File: config.mk
export PLATFORM = sky130hd
export DESIGN_NAME = pipe_reg_skid
export DESIGN_NICKNAME = d
export VERILOG_FILES = /design/src/rtl/pipe_reg_skid.sv
export SDC_FILE = /design/constraint.sdc
export NUM_CORES = 1
export LEC_CHECK = 0
export CORE_UTILIZATION = 25
export CTS_BUF_LIST = sky130_fd_sc_hd__clkbuf_4 sky130_fd_sc_hd__clkbuf_8 sky130_fd_sc_hd__clkbuf_16
export DETAILED_ROUTE_END_ITERATION = 10
export PLACE_DENSITY = 0.49
export SLEW_MARGIN = 10
export SYNTH_ARGS = -nofsm -noshare
export SYNTH_HDL_FRONTEND = slang
export SYNTH_SLANG_ARGS = --single-unit
File: constraint.sdc
create_clock -name CLK -period 2.8 [get_ports CLK]
set_clock_uncertainty 0.05 [all_clocks]
set_input_delay 0.7 -clock CLK [delete_from_list [all_inputs] [get_ports CLK]]
set_output_delay 0.7 -clock CLK [all_outputs]
set_load 0.005 [all_outputs]
File: src/rtl/pipe_reg_skid.sv
// Elastic pipeline-stage register: one main entry drives the outputs, one skid
// entry absorbs the extra word that arrives while downstream stalls.
module pipe_reg_skid #(
  parameter int                DATA_W      = 32,
  parameter int                CTRL_W      = 4,
  parameter logic [CTRL_W-1:0] BUBBLE_CTRL = {CTRL_W{1'b0}}
) (
  input  logic              CLK,
  input  logic              RST,
  input  logic              in_valid,
  output logic              in_ready,
  input  logic [CTRL_W-1:0] in_ctrl,
  input  logic [DATA_W-1:0] in_data,
  input  logic              flush,
  output logic              out_valid,
  input  logic              out_ready,
  output logic [CTRL_W-1:0] out_ctrl,
  output logic [DATA_W-1:0] out_data,
  output logic [1:0]        occupancy
);

  // State encodes occupancy directly, so the occupancy port is a plain register.
  localparam logic [1:0] EMPTY = 2'd0;
  localparam logic [1:0] ONE   = 2'd1;
  localparam logic [1:0] FULL  = 2'd2;

  logic [1:0]        state_r;
  logic [1:0]        state_s;
  logic [CTRL_W-1:0] main_ctrl_r;
  logic [DATA_W-1:0] main_data_r;
  logic [CTRL_W-1:0] skid_ctrl_r;
  logic [DATA_W-1:0] skid_data_r;

  logic main_valid_s;
  logic skid_valid_s;
  logic acc_s;
  logic take_s;
  logic main_ld_in_s;
  logic main_ld_skid_s;
  logic main_clr_s;
  logic skid_ld_s;

  assign main_valid_s = (state_r != EMPTY);
  assign skid_valid_s = (state_r == FULL);
  // in_ready decodes registers only; out_ready never reaches it combinationally.
  assign in_ready     = !skid_valid_s && !RST;
  assign acc_s        = in_valid && in_ready;
  assign take_s       = main_valid_s && out_ready;

  assign out_valid    = main_valid_s;
  assign out_ctrl     = main_ctrl_r;
  assign out_data     = main_data_r;
  assign occupancy    = state_r;

  // Next-state: occupancy transitions with flush taking priority.
  always_comb begin
    state_s = state_r;
    if (flush) begin
      state_s = EMPTY;
    end else begin
      case (state_r)
        EMPTY: begin
          if (acc_s) state_s = ONE;
          else       state_s = EMPTY;
        end
        ONE: begin
          if (take_s && !acc_s)      state_s = EMPTY;
          else if (!take_s && acc_s) state_s = FULL;
          else                       state_s = ONE;
        end
        FULL: begin
          if (take_s) state_s = ONE;
          else        state_s = FULL;
        end
        default: state_s = EMPTY;
      endcase
    end
  end

  // Datapath load selects derived from the current state and handshakes.
  always_comb begin
    main_ld_in_s   = 1'b0;
    main_ld_skid_s = 1'b0;
    main_clr_s     = 1'b0;
    skid_ld_s      = 1'b0;
    if (flush) begin
      main_clr_s = 1'b1;
    end else begin
      case (state_r)
        EMPTY: begin
          if (acc_s) main_ld_in_s = 1'b1;
          else       main_clr_s   = 1'b1;
        end
        ONE: begin
          if (take_s && acc_s) main_ld_in_s = 1'b1;
          else if (take_s)     main_clr_s   = 1'b1;
          else if (acc_s)      skid_ld_s    = 1'b1;
          else                 main_clr_s   = 1'b0;
        end
        FULL: begin
          if (take_s) main_ld_skid_s = 1'b1;
          else        main_ld_skid_s = 1'b0;
        end
        default: main_clr_s = 1'b1;
      endcase
    end
  end

  // State and bundle registers; clearing main forces the bubble control
  // value but leaves data untouched.
  always_ff @(posedge CLK) begin
    if (RST) begin
      state_r     <= EMPTY;
      main_ctrl_r <= BUBBLE_CTRL;
      main_data_r <= {DATA_W{1'b0}};
      skid_ctrl_r <= BUBBLE_CTRL;
      skid_data_r <= {DATA_W{1'b0}};
    end else begin
      state_r <= state_s;
      if (main_ld_in_s) begin
        main_ctrl_r <= in_ctrl;
        main_data_r <= in_data;
      end else if (main_ld_skid_s) begin
        main_ctrl_r <= skid_ctrl_r;
        main_data_r <= skid_data_r;
      end else if (main_clr_s) begin
        main_ctrl_r <= BUBBLE_CTRL;
      end else begin
        main_ctrl_r <= main_ctrl_r;
      end
      if (skid_ld_s) begin
        skid_ctrl_r <= in_ctrl;
        skid_data_r <= in_data;
      end else begin
        skid_ctrl_r <= skid_ctrl_r;
      end
    end
  end

endmodule

==> reports/metrics.yaml <==
cpPeakStageDelay_ps: 540
drt_iter0_drc: 214
seq_power_share_pct: 46.5
firstDrtPassIters: 4
clk_pin_slew_ps: 60
track_usage_pct: 16.2
cts_hold_buffers: 0
max_cap_violations: 0
synth.avg_cell_area_um2: 8.22
crit_arrival_ps: 2790
fill_cells: 1342
antenna_left: 0
cts_max_path_buffers: 2
timing.final.ws_setup_ps: 196
io_buffers: 80
drive_above_1_share_pct: 9.96
p_sw_share_pct: 22.5
finalSetupTns_ps: 0
path_buf_inv: 3
h-tree-depth: 3
hold_ws_ps: 403
post_cts.repair.setup_buffers: 0
ys_seq_area_share_pct: 44.4
slew_headroom_pct: 46.7
route.detailed.drc: 0
power.total_mw: 2.34
grt_pass1_vias: 3294
gp_congestion: 0.755
antenna_cells: 0
cts-buffers-inserted: 9
path_max_fanout: 5
grt_overflow: 0
wire_per_inst_um: 16.6
rows: 41
fp.dieH_um: 118
hold_path_class: "reg -> reg"
required_ps: 2980
clockRootBuffer: "clkbuf_16"
clock-sinks: 74
worst_ir_drop_vdd_uv: 234
setup.worst_path.start_class: "primary input"
hold_violations: 0
antenna_found_initial: 0
final_util_pct: 36.4
status: "finished, final reports clean"
critPathCaptureType: "register"
finalSetupViolCount: 0
post_cts_resized: 0
nNetsFinal: 514
regArea_um2: 1480
clk_latency_ps: 320
syn_nets: 450
cpMaxStageDelayCell: "or4b_4"
start_util_pct: 26.0
areaGrowthSynthToFinish_pct: 39.9
vias: 3232
multi_input_area_um2: 1690
die_area_um2: 13800
ios: 81
clkPwrFrac_pct: 43.4
synth_cells: 406
combPwrFrac_pct: 10.1
dp_hpwl_um: 6690
power.internal_mw: 1.81
synth_warnings: 0
finalCritPeriodShare_pct: 93.0
syn_area_um2: 3340
ys_ff_latch: 74
grt_max_degree: 75
power.leakage_nw: 1.41
power_density_nw_per_um2: 501
post-place-ws_ps: -140
drt-total-wl_um: 10700
grt_pass1_wl_um: 17800
cts_tree: "yes"
tightest_slew_ps: 799
synth_cell_types: 29
core_um2: 12800
critPathKind: "in -> reg"
switchingPower_mw: 0.527
fmax_mhz: 384
cp_top_family: "simple AND/OR/NAND/NOR gates"
vias_per_cell: 5.02
drv_slew: 0
crit_chain: "clkdlybuf4s50_1 > nor3b_1 > buf_4 > inv_1 > ha_1 > or4b_4 > a21o_1 > a311oi_1"
period_minus_slack_ps: 2600
rsz0062_at_grt: "no"
die_w_um: 118
## sequential cells by signal, summed over array words and instances (netlist names)
register,cells
out_ctrl,4
skid_ctrl_r,4
skid_data_r,32
out_data,32
occupancy,2
## final timing paths
kind             startpoint             end  slack, ps  cells past startpoint
min          skid_data_r[1]  skid_data_r[1]        400                      2
max                in_valid     out_ctrl[2]        200                      8
max reg2reg    occupancy[1]     out_ctrl[2]        380                      8
min reg2reg  skid_data_r[1]  skid_data_r[1]        400                      2
## logic make-up (layout without fill, tap and decap cells)
kind of cell             Yosys count  in the layout  synth area share (%)
AO/OA/AOI/OAI                    148            148                  30.8
adder cells (fa/ha/maj)            3              3                  1.13
buffers and inverters             53            119                  6.68
flip-flops                        74             74                  44.4
AND/OR/NAND/NOR                  128            128                  17.0
## metal layers
metal / part of all wire, % / track usage (%) / vias up
li1: - / - / 1621
met3: 4.4 / 3.34 / 5
met4: 0.93 / 5.13 / 0
met2: 47 / 25.1 / 74
met5: 0 / 0 / -
met1: 47 / 22.5 / 1532
## synthesized netlist by cell type
library cell,instances,share of area (%)
nand2_1,109,12
dfxtp_1,74,44
clkbuf_1,38,4.3
a21oi_1,36,5.4
o211ai_1,36,8.1
a31oi_1,32,6.0
o2111ai_1,32,8.4
buf_2,10,1.5
a211oi_1,6,1.4
a311oi_1,4,1.1
ha_1,3,1.1
a21o_1,2,0.45
and2_1,2,0.38
inv_1,2,0.23
nand4bb_1,2,0.68
nor2_1,2,0.23
nor4bb_1,2,0.60
or2_2,2,0.38
or3b_1,2,0.53
buf_1,1,0.11
buf_4,1,0.23
buf_6,1,0.34
nand3b_1,1,0.23
nor2b_1,1,0.19
nor3b_1,1,0.23
nor3b_2,1,0.38
or2b_1,1,0.23
or4b_4,1,0.41
or4bb_1,1,0.34
## power by group through the flow
stage          clock network (mW)  logic [mW]  registers (mW)
3_3_place_gp                    0       0.238            1.11
5_1_grt                      1.09       0.258            1.09
2_1_floorplan                   0      0.0893            1.11
4_1_cts                      1.05       0.239            1.09
6_report                     1.01       0.237            1.09
3_5_place_dp                    0       0.238            1.11
## cells in the final DEF, fill, tap and decap left out, drive strengths merged, types with 3 or more instances in the layout
| cell type | n |
|---|---|
| clkdlybuf4s50 | 79 |
| ha | 3 |
| nand2 | 109 |
| clkbuf | 12 |
| o211ai | 36 |
| dfxtp | 74 |
| a31oi | 32 |
| a21oi | 36 |
| a211oi | 6 |
| o2111ai | 32 |
| a311oi | 4 |
| buf | 25 |
## through the flow
step	cells	area, um^2
2_1_floorplan	406	3340
3_3_place_gp	631	4420
3_5_place_dp	631	4420
4_1_cts	644	4670
5_1_grt	644	4670
6_report	644	4670
## cell type report
class                      count  share of cell area, %
inverter                       2                  0.161
clock inverter                 1                  0.107
clock buffer                  12                   5.31
sequential                    74                   31.7
timing repair buffer         104                   22.0
tap                          172                   4.61
multi-input combinational    279                   36.1
## worst register-to-register path: cells and delay by family (launching register included)
kind	cells	cell delay [ps]
AOI/OAI and AO/OA	2	520
adders and majority gates	1	190
buffers and inverters	2	290
DFF	1	430
and+or+nand+nor	3	860
(Power assumes the default switching activity.)
